[config.mk]
export PLATFORM = sky130hd
export DESIGN_NAME = qqspi_target
export DESIGN_NICKNAME = d
export VERILOG_FILES = /design/src/rtl/qqspi_target_pkg.sv /design/src/rtl/qqspi_target_sync.sv /design/src/rtl/qqspi_target.sv
export SDC_FILE = /design/constraint.sdc
export NUM_CORES = 1
export LEC_CHECK = 0
export BUFFER_PORTS_ARGS = -buffer_cell sky130_fd_sc_hd__buf_2
export CORE_MARGIN = 2
export CORE_UTILIZATION = 42
export CTS_CLUSTER_SIZE = 24
export DETAILED_ROUTE_END_ITERATION = 8
export MAX_ROUTING_LAYER = met4
export PLACE_DENSITY = 0.59
export RECOVER_POWER = 25
export SETUP_SLACK_MARGIN = 0.05
export SLEW_MARGIN = 15
export SYNTH_ARGS = -nofsm -noshare
export SYNTH_HDL_FRONTEND = slang
export SYNTH_SLANG_ARGS = --single-unit
[constraint.sdc]
create_clock -name clk -period 9.5 [get_ports clk]
set_clock_uncertainty 0.15 [all_clocks]
set_input_delay 0.95 -clock clk [delete_from_list [all_inputs] [get_ports clk]]
set_output_delay 0.95 -clock clk [all_outputs]
set_load 0.1 [all_outputs]
[src/rtl/qqspi_target_pkg.sv]
// Shared opcodes, state encoding and opcode-classification helpers for the qqspi target.
package qqspi_target_pkg;

  localparam logic [7:0] CMD_READ           = 8'h03;
  localparam logic [7:0] CMD_WRITE          = 8'h02;
  localparam logic [7:0] CMD_FAST_READ_QUAD = 8'hEB;
  localparam logic [7:0] CMD_QUAD_WRITE     = 8'h38;

  typedef enum logic [2:0] {
    ST_IDLE   = 3'd0,
    ST_CMD    = 3'd1,
    ST_ADDR   = 3'd2,
    ST_DUMMY  = 3'd3,
    ST_RDATA  = 3'd4,
    ST_WDATA  = 3'd5,
    ST_IGNORE = 3'd6
  } state_t;

  function automatic logic cmd_known(input logic [7:0] c);
    return (c == CMD_READ) || (c == CMD_WRITE) ||
           (c == CMD_FAST_READ_QUAD) || (c == CMD_QUAD_WRITE);
  endfunction

  function automatic logic cmd_is_quad(input logic [7:0] c);
    return (c == CMD_FAST_READ_QUAD) || (c == CMD_QUAD_WRITE);
  endfunction

  function automatic logic cmd_is_read(input logic [7:0] c);
    return (c == CMD_READ) || (c == CMD_FAST_READ_QUAD);
  endfunction

endpackage

[src/rtl/qqspi_target_sync.sv]
// Brings the asynchronous SPI pins into clk and derives sclk edge and select/deselect pulses.
module qqspi_target_sync #(
  parameter logic CEN_NPOL = 1'b0
) (
  input  logic       clk,
  input  logic       reset,
  input  logic       cen,
  input  logic       sclk,
  input  logic [3:0] sio_i,
  output logic [3:0] sio_s,
  output logic       sel_pulse,
  output logic       desel_pulse,
  output logic       sclk_rise,
  output logic       sclk_fall
);

  // Polarity folded in before the flops so a cleared synchroniser always means "deselected".
  logic       sel_raw;
  logic [2:0] sel_ff;
  logic [2:0] sclk_ff;
  logic [3:0] sio_ff1;
  logic [3:0] sio_ff2;

  assign sel_raw = cen ^ ~CEN_NPOL;

  always_ff @(posedge clk) begin
    if (reset) begin
      sel_ff  <= '0;
      sclk_ff <= '0;
      sio_ff1 <= '0;
      sio_ff2 <= '0;
    end else begin
      sel_ff  <= {sel_ff[1:0], sel_raw};
      sclk_ff <= {sclk_ff[1:0], sclk};
      sio_ff1 <= sio_i;
      sio_ff2 <= sio_ff1;
    end
  end

  assign sio_s       = sio_ff2;
  assign sel_pulse   = sel_ff[1] & ~sel_ff[2];
  assign desel_pulse = ~sel_ff[1] & sel_ff[2];
  assign sclk_rise   = sclk_ff[1] & ~sclk_ff[2];
  assign sclk_fall   = ~sclk_ff[1] & sclk_ff[2];

endmodule

[src/rtl/qqspi_target.sv]
// qqspi target: decodes serial/quad read and write opcodes and bridges them to a byte memory port.
//  state  | meaning
//  IDLE   | deselected, waiting for select
//  CMD    | shifting in the 8-bit opcode on sio[0]
//  ADDR   | shifting in the 24-bit address (serial or quad)
//  DUMMY  | quad-read turnaround, lines released
//  RDATA  | driving read data on sclk fall
//  WDATA  | collecting write bytes, posting them to memory
//  IGNORE | unsupported opcode, idle until deselect
module qqspi_target
  import qqspi_target_pkg::*;
#(
  parameter logic CEN_NPOL  = 1'b0,
  parameter int   ADDR_W    = 24,
  parameter int   DUMMY_CYC = 6
) (
  input  logic              clk,
  input  logic              reset,
  input  logic              cen,
  input  logic              sclk,
  input  logic [3:0]        sio_i,
  output logic [3:0]        sio_o,
  output logic [3:0]        sio_oe,
  output logic              mem_valid,
  input  logic              mem_ready,
  output logic              mem_we,
  output logic [ADDR_W-1:0] mem_addr,
  output logic [7:0]        mem_wdata,
  input  logic [7:0]        mem_rdata,
  output logic              busy,
  output logic              underrun,
  output logic              bad_cmd
);

  localparam logic [4:0]        DUMMY_LAST = 5'(DUMMY_CYC - 1);
  localparam logic [ADDR_W-1:0] ADDR_ONE   = ADDR_W'(1);

  state_t      state, state_next;
  logic [3:0]  sio_s;
  logic        sel_pulse, desel_pulse, sclk_rise, sclk_fall;
  logic [4:0]  cnt;
  logic [2:0]  out_cnt;
  logic [7:0]  sin, sout, rd_buf, cmd_q;
  logic [23:0] addr_q;
  logic        rd_full;

  logic        quad, addr_last, byte_last, wr_pending;
  logic [7:0]  cmd_fin, byte_fin;
  logic [23:0] addr_fin;

  qqspi_target_sync #(.CEN_NPOL(CEN_NPOL)) u_sync (
    .clk         (clk),
    .reset       (reset),
    .cen         (cen),
    .sclk        (sclk),
    .sio_i       (sio_i),
    .sio_s       (sio_s),
    .sel_pulse   (sel_pulse),
    .desel_pulse (desel_pulse),
    .sclk_rise   (sclk_rise),
    .sclk_fall   (sclk_fall)
  );

  assign quad       = cmd_is_quad(cmd_q);
  assign cmd_fin    = {sin[6:0], sio_s[0]};
  assign byte_fin   = quad ? {sin[3:0], sio_s} : {sin[6:0], sio_s[0]};
  assign addr_fin   = quad ? {addr_q[19:0], sio_s} : {addr_q[22:0], sio_s[0]};
  assign addr_last  = (cnt == (quad ? 5'd5 : 5'd23));
  assign byte_last  = (cnt == (quad ? 5'd1 : 5'd7));
  assign wr_pending = mem_valid & ~mem_ready;
  assign busy       = (state != ST_IDLE) && (state != ST_IGNORE);

  always_ff @(posedge clk) begin
    if (reset) state <= ST_IDLE;
    else       state <= state_next;
  end

  always_comb begin
    state_next = state;
    case (state)
      ST_IDLE:  if (sel_pulse) state_next = ST_CMD;
      ST_CMD:   if (sclk_rise && cnt == 5'd7)
                  state_next = cmd_known(cmd_fin) ? ST_ADDR : ST_IGNORE;
      ST_ADDR:  if (sclk_rise && addr_last) begin
                  if (!cmd_is_read(cmd_q))           state_next = ST_WDATA;
                  else if (quad && DUMMY_CYC != 0)   state_next = ST_DUMMY;
                  else                               state_next = ST_RDATA;
                end
      ST_DUMMY: if (sclk_rise && cnt == DUMMY_LAST) state_next = ST_RDATA;
      default:  ;
    endcase
    if (desel_pulse) state_next = ST_IDLE;
  end

  always_ff @(posedge clk) begin
    if (reset) begin
      cnt <= '0; out_cnt <= '0; sin <= '0; sout <= '0; rd_buf <= '0; cmd_q <= '0;
      addr_q <= '0; rd_full <= 1'b0; sio_o <= '0; sio_oe <= '0;
      mem_valid <= 1'b0; mem_we <= 1'b0; mem_addr <= '0; mem_wdata <= '0;
      underrun <= 1'b0; bad_cmd <= 1'b0;
    end else begin
      bad_cmd <= 1'b0;
      if (mem_valid && mem_ready) begin
        mem_valid <= 1'b0;
        if (!mem_we) begin
          rd_buf  <= mem_rdata;
          rd_full <= 1'b1;
        end
      end
      case (state)
        ST_IDLE: if (sel_pulse) begin
          underrun <= 1'b0;
          cnt      <= '0;
          out_cnt  <= '0;
          rd_full  <= 1'b0;
          if (sclk_rise) begin
            sin <= cmd_fin;
            cnt <= 5'd1;
          end
        end
        ST_CMD: if (sclk_rise) begin
          sin <= cmd_fin;
          cnt <= cnt + 5'd1;
          if (cnt == 5'd7) begin
            cnt     <= '0;
            cmd_q   <= cmd_fin;
            bad_cmd <= ~cmd_known(cmd_fin);
          end
        end
        ST_ADDR: if (sclk_rise) begin
          addr_q <= addr_fin;
          cnt    <= cnt + 5'd1;
          if (addr_last) begin
            cnt <= '0;
            if (cmd_is_read(cmd_q)) begin
              mem_valid <= 1'b1;
              mem_we    <= 1'b0;
              mem_addr  <= addr_fin[ADDR_W-1:0];
              addr_q[ADDR_W-1:0] <= addr_fin[ADDR_W-1:0] + ADDR_ONE;
            end
          end
        end
        ST_DUMMY: if (sclk_rise) cnt <= cnt + 5'd1;
        ST_RDATA: if (sclk_fall) begin
          if (out_cnt != 3'd0) begin
            sio_o   <= quad ? sout[7:4] : {2'b00, sout[7], 1'b0};
            sout    <= quad ? {sout[3:0], 4'h0} : {sout[6:0], 1'b0};
            out_cnt <= out_cnt - 3'd1;
          end else if (rd_full) begin
            // Consuming the buffered byte immediately prefetches the next address.
            sio_o     <= quad ? rd_buf[7:4] : {2'b00, rd_buf[7], 1'b0};
            sout      <= quad ? {rd_buf[3:0], 4'h0} : {rd_buf[6:0], 1'b0};
            out_cnt   <= quad ? 3'd1 : 3'd7;
            rd_full   <= 1'b0;
            mem_valid <= 1'b1;
            mem_we    <= 1'b0;
            mem_addr  <= addr_q[ADDR_W-1:0];
            addr_q[ADDR_W-1:0] <= addr_q[ADDR_W-1:0] + ADDR_ONE;
          end else begin
            sio_o    <= '0;
            sout     <= '0;
            out_cnt  <= quad ? 3'd1 : 3'd7;
            underrun <= 1'b1;
          end
        end
        ST_WDATA: if (sclk_rise) begin
          sin <= byte_fin;
          cnt <= cnt + 5'd1;
          if (byte_last) begin
            cnt <= '0;
            if (wr_pending) begin
              underrun <= 1'b1;
            end else begin
              mem_valid <= 1'b1;
              mem_we    <= 1'b1;
              mem_wdata <= byte_fin;
              mem_addr  <= addr_q[ADDR_W-1:0];
              addr_q[ADDR_W-1:0] <= addr_q[ADDR_W-1:0] + ADDR_ONE;
            end
          end
        end
        default: ;
      endcase
      if (desel_pulse) begin
        cnt     <= '0;
        out_cnt <= '0;
        rd_full <= 1'b0;
        sio_o   <= '0;
        if (!mem_we) mem_valid <= 1'b0;
      end
      if (state_next == ST_RDATA) sio_oe <= quad ? 4'hF : 4'h2;
      else                        sio_oe <= 4'h0;
    end
  end

endmodule
==> results of run 1 <==
## final cells by class
cell class	instances	area share, %
tap	225	3.40
multi-input combinational	741	54.6
sequential	122	29.5
clock buffer	19	5.35
clock inverter	12	2.10
timing repair buffer	71	4.26
inverter	18	0.816
## per-layer routing
layer | vias to the layer above | track usage [%]
li1 | 3545 | -
met1 | 3532 | 33.6
met2 | 326 | 38.6
met3 | 51 | 4.37
met4 | 0 | 10.4
met5 | - | -
## cell usage in the layout (no fill, tap or decap), drive strengths merged, types with 5 or more instances in the layout
cell type  Yosys  layout
nand3         36      36
nand4         25      25
a211oi        22      22
a22oi          8       8
nor2b         16      16
a21oi         84      84
nand2b         9       9
xor2           5       5
and3          16      16
or3            8       8
xnor2         14      14
o221ai         7       7
clkinv         1       8
and2           9       9
a31oi          7       7
nor2         111     111
dfxtp        122     122
o211ai        26      26
nor3          31      31
clkbuf        72      39
a311oi         9       9
a21o           8       8
o2111ai        8       8
o21ai         38      38
nor3b          5       5
o32ai          5       5
inv           17      17
ha             6       6
a221oi         7       7
buf           21      51
mux2i         47      47
nand2        108     108
## registers in the layout, summed over array words and instances, names as in the netlist, 2 cells and up
name	flops
addr_q	24
mem_addr	24
cmd_q	8
mem_wdata	8
rd_buf	8
sin	7
sout	7
cnt	5
sio_o	4
u_sync.sio_ff1	4
u_sync.sio_s	4
out_cnt	3
state	3
u_sync.sclk_ff	3
u_sync.sel_ff	3
sio_oe	2
## through the flow
step	instance area, um^2	hold slack (ns)	cells	worst slack (ns)	total power [mW]
after detailed placement	7700	0.274	1177	4.64	0.562
final	8280	0.287	1208	3.96	1.24
after CTS	8310	0.290	1208	4.61	1.25
after global routing	8280	0.310	1208	3.76	1.27
after floorplan	7410	0.264	974	5.88	0.550
after global placement	7700	0.271	1177	4.78	0.562
## power groups by stage
stage / combinational [mW] / clock (mW) / sequential, mW
floorplan: 0.0222 / 0 / 0.528
global placement: 0.0298 / 0 / 0.532
detailed placement: 0.0298 / 0 / 0.532
CTS: 0.0299 / 0.698 / 0.521
global route: 0.0325 / 0.718 / 0.521
finish: 0.0299 / 0.691 / 0.521
## worst max-delay path, cell delays in order
cell and delay, ns:
clkbuf_1 1.73, clkinv_1 1.49, nand2_1 0.91, nor2_1 0.08, o31ai_1 0.14, o22ai_1 0.15
a21o_1 0.20
## worst max path at each step
stage / startpoint / end / slack [ns] / depth (start not counted)
after CTS: cmd_q[6] / addr_q[18] / 4.61 / 13
after global routing: reset / cnt[2] / 3.76 / 7
after global placement: cmd_q[6] / addr_q[18] / 4.78 / 13
final: reset / cnt[2] / 3.96 / 7
after detailed placement: cmd_q[6] / addr_q[18] / 4.64 / 13
after floorplan: cmd_q[6] / addr_q[18] / 5.88 / 15
## kinds of logic (layout without fill, tap and decap cells)
group,count (synthesis),after routing,share of synthesized area (%)
compound gates,264,264,24.2
mux,50,50,6.81
simple gates,402,402,26.7
buf+inv,111,120,6.05
flops,122,122,33.0
xor+xnor,19,19,2.25
fa+ha+maj,6,6,1.01
==> results.cfg, run 1 <==
[run_status]
outcome = finished with violations
violations = capacitance limit, slew limit

[logic_synthesis]
synth_ff_type = dfxtp_1
ys_ff_latch = 122
synth-edff-count = 0
yosys.area.top_type = dfxtp_1
netlist.area_leader.share_pct = 33.0
syn_nets = 997
seq_area_frac_synth_pct = 33.0
async_flop_share_pct = 0
yosys.cell_types.count = 84
synth_most_common_cell = dfxtp_1
synthCells = 974
netlist_area_um2 = 7410
ys_top_cells_by_count = dfxtp_1 (122), nor2_1 (109), nand2_1 (108)
synth.area.top_cells = dfxtp_1 (33%), mux2i_1 (6.4%), a21oi_1 (5.6%), nor2_1 (5.5%), nand2_1 (5.5%)
synth_warnings = 0
avgSynthCellArea_um2 = 7.60

[timing]
final_hold_viol_count = 0
worstMarginPinSlew_ns = 2.50
finalCritPeriodShare_pct = 58.3
maxSlewHeadroom_pct = -66.8
clock.fmax_mhz = 180
tns_ns = 0
maxSlewViolCount = 102
period_needed_ns = 5.54
setup_viol = 0
rsz0062_at_grt = no

[clocking]
cts_setup_buffers = 0
clk_pin_slew_worst_paths_ns = 0.06
cts_tree = done
cts_made_buffers = 17
cts-resized-gates = 0
clk_latency_ns = 0.43
clockBufferDepth = 2
hold_buffers = 0
clock-sinks = 122
cts-root-buf = clkbuf_16
htreeDepth = 4

[power_and_ir_drop]
clkPwrFrac_pct = 55.7
powerDensity_nw_per_um2 = 150
vdd_drop_max_mv = 0.132
switching_share_pct = 22.1
p_switching_mw = 0.274
p_leak_nw = 2.98
p_int_mw = 0.968
p_seq_share_pct = 41.9
p_comb_share_pct = 2.4

[cells_and_area]
antennaDiodeCount = 0
fin_util_pct = 47.9
ff_latch_area_um2 = 2440
multi_input_area_um2 = 4520
fill_cells = 1784
drive_above_1_share_pct = 11.1
fin_nets = 994
area_growth_pct = 11.9

[place]
gp_congestion = 0.909
hpwl_um = 14900
port-buffer-count = 61

[global_routing]
grt_start_max_net_pins = 80
antenna_found_initial = 0
grt_usage_pct = 25.4
grt_pass1_wl_um = 36700
grt_pass1_vias = 6822
grt.overflow.total = 0

[floorplan]
dieHeight_um = 137
io_pins = 62
dieArea_um2 = 18700
fp.dieW_um = 137
design.core.area_um2 = 17300
start_util_pct = 42.8
rows = 48

[routing]
wirelength_um = 22800
postRouteAntennaNets = 0
drtPass1Iterations = 5
via_per_inst = 6.17
first_iter_violations = 792
wl_met1_um = 10300
drc_errors = 0
dr_wl_met2_um = 10500
top_layer = met4
routedWlPerCell_um = 18.9
vias = 7454
wl_met3_um = 1440

[worst_setup_path]
r2r_start = cmd_q[6]
ff2ff_setup_slack_ns = 4.52
end_kind = register
crit_path_max_fanout = 47
r2r_end = addr_q[18]
cp.required_ns = 9.66
worstPathArrival_ns = 5.70
path_class = input pin to register
crit_path_start_kind = input pin
reg2reg_depth = 13

[min_path]
hold_path_class = register to register
hold_path_depth = 1
whs_endpoint = u_sync.sclk_ff[1]
hp-start = u_sync.sclk_ff[0]

[run]
cap_violations = 2
(Power assumes the default switching activity.)
==> inputs of run 2 (changes only) <==
clock period = 5.1 ns   (was 9.5 ns; I/O delays follow)
==> run 2 against run 1 <==
Compared with the run above:
- the flow still finishes with violations (capacitance limit, slew limit)
- sequential cell count stayed put
- clock-buffer cell count down 1
- design area increased by 0.51%
- via count down 0.16%
- first-iteration DRC count decreased by 5.4%
- combinational power is 94% higher
- cell count rose by 0.75%
- highest routed layer unchanged
==> results.cfg, run 2 (synthesis results as in run 1) <==
[clocking]
cts_setup_buffers = 0
cts-root-buf = clkbuf_16
hold_buffers = 0
clk_pin_slew_worst_paths_ns = 0.06
clock-sinks = 122
clockBufferDepth = 2
cts-resized-gates = 0
cts_made_buffers = 17
htreeDepth = 4
clk_latency_ns = 0.43
cts_tree = done

[cells_and_area]
fin_cells = 1217
final_cell_mix = dfxtp_1 (122), nor2_1 (109), nand2_1 (107), a21oi_1 (83), mux2i_1 (47)
fill_cells = 1746
area_growth_pct = 12.4
top_regs = addr_q x24, mem_addr x24
final_common_cell = dfxtp_1
drive_above_1_share_pct = 12.0
fin_nets = 1002
antennaDiodeCount = 0

[routing]
drc_errors = 0
drtPass1Iterations = 7
first_iter_violations = 749
routedWlPerCell_um = 18.9
wirelength_um = 23000
postRouteAntennaNets = 0
vias = 7442
via_per_inst = 6.12

[worst_setup_path]
cp.required_ns = 5.14
ff2ff_setup_slack_ns = 1.25
cp_slowest_cell = clkbuf_1
cp.depth = 3
crit_path_start_kind = input pin
r2r_start = cmd_q[6]
crit_buf_inv = 2
path_class = input pin to register
cpLargestDelayFamily = buffers and inverters
crit_path_max_fanout = 57
reg2reg_depth = 14
slowest_delay_ns = 1.91
worstPathArrival_ns = 4.19
path_common_cell = clkbuf_1
end_kind = register
crit_chain = clkbuf_1, clkbuf_1, nor3_1
r2r_end = addr_q[18]

[place]
hpwl_um = 15300
port-buffer-count = 61
gp_congestion = 0.889
dp_cells = 1185

[timing]
rsz0062_at_grt = no
worstMarginPinSlew_ns = 2.57
period_needed_ns = 4.15
setup_viol = 0
clock.fmax_mhz = 241
tns_ns = 0
maxSlewViolCount = 102
maxSlewHeadroom_pct = -71.6
final_hold_viol_count = 0
finalCritPeriodShare_pct = 81.4

[global_routing]
grt_pass1_wl_um = 36100
grt_start_max_net_pins = 80
grt_pass1_vias = 6408
grt.overflow.total = 0
grt_usage_pct = 25.3
antenna_found_initial = 0

[power_and_ir_drop]
vdd_drop_max_mv = 0.245
power.total_mw = 2.27
powerDensity_nw_per_um2 = 273
p_leak_nw = 3.01

[floorplan]
rows = 48
dieArea_um2 = 18700
fp.dieW_um = 137
start_util_pct = 42.8
design.core.area_um2 = 17300
dieHeight_um = 137
io_pins = 62

[min_path]
hold_path_class = input pin to register
whs_endpoint = u_sync.sel_ff[0]
hold_path_depth = 2
hp-start = cen

[run_status]
outcome = finished with violations
violations = capacitance limit, slew limit

[run]
cap_violations = 2
run 2: cell types whose count changed in the layout (fill, tap and decap cells not counted), sizes merged:
cell,change
buf,+7
clkinv,-3
inv,+7
bufinv,-2
run 2: worst max path at each step:
stage	from	to	slack [ns]
floorplan	cmd_q[6]	addr_q[18]	1.48
global placement	cmd_q[6]	addr_q[18]	1.41
detailed placement	cmd_q[6]	addr_q[18]	1.35
CTS	cmd_q[6]	addr_q[18]	1.34
global route	reset	addr_q[3]	0.62
finish	reset	addr_q[3]	0.95
run 2: where the power goes:
group	switching [mW]	leakage [nW]	internal, mW
Combinational	0.0400	1.73	0.0179
Sequential	0.00885	0.985	0.960
Clock	0.501	0.293	0.743
run 2: per-stage QoR:
step	setup slack, ns	hold WS [ns]	cell area (um^2)	utilization [%]
3_3_place_gp	1.41	0.269	7760	44.9
6_report	0.950	0.0986	8330	48.1
3_5_place_dp	1.35	0.275	7760	44.9
2_1_floorplan	1.48	0.264	7410	-
5_1_grt	0.619	0.0900	8330	48.1
4_1_cts	1.34	0.0848	8360	48.3
run 2: layout make-up:
class,instances,area [um^2],area share [%]
multi-input combinational,741,4530,54.4
sequential,122,2440,29.3
clock buffer,18,439,5.27
timing repair buffer,79,412,4.94
tap,225,282,3.38
clock inverter,14,156,1.88
inverter,18,67.6,0.811
run 2: per-layer routing:
metal / track usage [%] / part of all wire, % / vias to the layer above
li1: - / - / 3572
met1: 35.2 / 46 / 3519
met2: 37.8 / 46 / 308
met3: 4.19 / 6.8 / 43
met4: 7.85 / 1.7 / 0
met5: - / 0 / -
==> inputs of run 3 (changes only) <==
PLACE_DENSITY = 0.62   (was 0.59)
clock period = 3.8 ns   (was 5.1 ns; I/O delays follow)
==> run 3 against run 2 <==
Compared with the run above:
- the flow still finishes with violations (capacitance limit, slew limit)
- design area rose by 1.3%
- via count up 0.64%
- sequential share of layout area down 0.37 points
- utilization up 0.61 points
- worst hold slack got worse by 0.083 ns
- clock power is 42% higher
- worst setup slack lost 0.52 ns
- non-clock buffer count is 9 higher
- power grew 38%
- cell count increased by 0.74%
- critical endpoint is now addr_q[18]
- global-route usage increased by 0.076 points
==> results.cfg, run 3 (synthesis results as in run 1) <==
[worst_setup_path]
worstPathArrival_ns = 3.39
slowest_delay_ns = 0.55
end_kind = register
path_class = register to register
crit_path_start_kind = register
crit_chain = or4b_4, o22a_1, nor2_2, mux2i_1, inv_1, ha_1, inv_1, a211o_1, nand4b_1, buf_4, a221oi_2, xor2_1, o21ai_0, a211oi_1
crit_path_max_fanout = 6
cp_slowest_cell = or4b_4
path_common_cell = inv_1
cp.required_ns = 3.82

[cells_and_area]
top_regs = addr_q x24, mem_addr x24
final_cell_mix = dfxtp_1 (122), nor2_1 (109), nand2_1 (107), a21oi_1 (83), mux2i_1 (47)
drive_above_1_share_pct = 12.7
final_common_cell = dfxtp_1
antennaDiodeCount = 0
fin_nets = 1011
area_growth_pct = 13.9

[routing]
routedWlPerCell_um = 18.5
wirelength_um = 22700
drc_errors = 0
postRouteAntennaNets = 0
vias = 7490
drtPass1Iterations = 5
first_iter_violations = 796
via_per_inst = 6.11

[timing]
maxSlewHeadroom_pct = -95.6
maxSlewViolCount = 67
tns_ns = 0
period_needed_ns = 3.37
worstMarginPinSlew_ns = 2.93
setup_viol = 0
final_hold_viol_count = 0
finalCritPeriodShare_pct = 88.8
clock.fmax_mhz = 296
rsz0062_at_grt = no
worst_hold_slack_ns = 0.0154

[clocking]
clock-sinks = 122
clockBufferDepth = 2
cts_made_buffers = 17
cts_tree = done
clk_pin_slew_worst_paths_ns = 0.06
clk_latency_ns = 0.42
cts-root-buf = clkbuf_16
htreeDepth = 4

[place]
hpwl_um = 15100
port-buffer-count = 61
gp_congestion = 0.993

[floorplan]
io_pins = 62
fp.dieW_um = 137
rows = 48
dieArea_um2 = 18700
dieHeight_um = 137
start_util_pct = 42.8
design.core.area_um2 = 17300

[power_and_ir_drop]
powerDensity_nw_per_um2 = 372
vdd_drop_max_mv = 0.297
p_leak_nw = 3.07

[min_path]
hold_path_class = input pin to register

[global_routing]
grt_pass1_vias = 6775
antenna_found_initial = 0
grt_start_max_net_pins = 67
grt.overflow.total = 0
grt_pass1_wl_um = 36600
grt_usage_pct = 25.4

[run]
cap_violations = 1

[run_status]
outcome = finished with violations
violations = capacitance limit, slew limit
## run 3: cell types whose count changed in the layout (fill, tap and decap cells not counted), sizes merged
cell and change:
buf +9, bufinv +2, clkbuf -1, clkinv +2, clkinvlp +1, dlygate4sd3 +1
inv -5
## run 3: power breakdown
group / internal, mW / switching [mW]
registers: 1.29 / 0.0115
logic: 0.0240 / 0.0526
clock network: 1.12 / 0.640
## run 3: worst paths after layout
| kind | start | to | slack (ns) | depth (start not counted) |
|---|---|---|---|---|
| min | sio_i[0] | u_sync.sio_ff1[0] | 0.02 | 2 |
| max reg2reg | cmd_q[6] | addr_q[18] | 0.43 | 14 |
| min reg2reg | u_sync.sio_ff1[3] | u_sync.sio_s[3] | 0.29 | 1 |
| max | cmd_q[6] | addr_q[18] | 0.43 | 14 |
## run 3: through the flow
stage | util (%) | setup WS (ns) | instances | cell area [um^2] | total power, mW
6_report | 48.8 | 0.427 | 1226 | 8430 | 3.13
5_1_grt | 48.8 | 0.143 | 1226 | 8430 | 3.23
4_1_cts | 48.9 | 0.240 | 1225 | 8450 | 3.15
3_5_place_dp | 45.2 | 0.259 | 1192 | 7810 | 1.40
3_3_place_gp | 45.2 | 0.344 | 1192 | 7810 | 1.40
2_1_floorplan | - | 0.180 | 974 | 7410 | 1.38
## run 3: final cells by class
cell class	count	area [um^2]
clock buffer	18	439
clock inverter	14	194
multi-input combinational	741	4520
timing repair buffer	88	485
inverter	18	67.6
tap	225	282
fill	1765	8860
sequential	122	2440
## run 3: routing by layer
metal	vias up	routed length (um)	GRT usage, %
met5	-	0	-
met2	300	10100	37.3
met4	0	533	8.88
li1	3586	-	-
met1	3556	10600	34.6
met3	48	1480	5.33
## run 3: timing repair
item | 4_1_cts | 5_1_grt
gates resized for setup | 0 | 0
setup endpoints to repair | 0 | 1
hold endpoints to repair | 1 | 0
buffers inserted | 0 | 1
hold buffers | 1 | 0
## run 3: critical path: cells and delay by family, from the launching register on
| family | cells | cell delay (ns) |
|---|---|---|
| xor+xnor | 1 | 0.10 |
| buf+inv | 3 | 0.30 |
| simple gates | 3 | 0.88 |
| fa+ha+maj | 1 | 0.15 |
| mux | 1 | 0.11 |
| flops | 1 | 0.34 |
| compound gates | 5 | 1.09 |
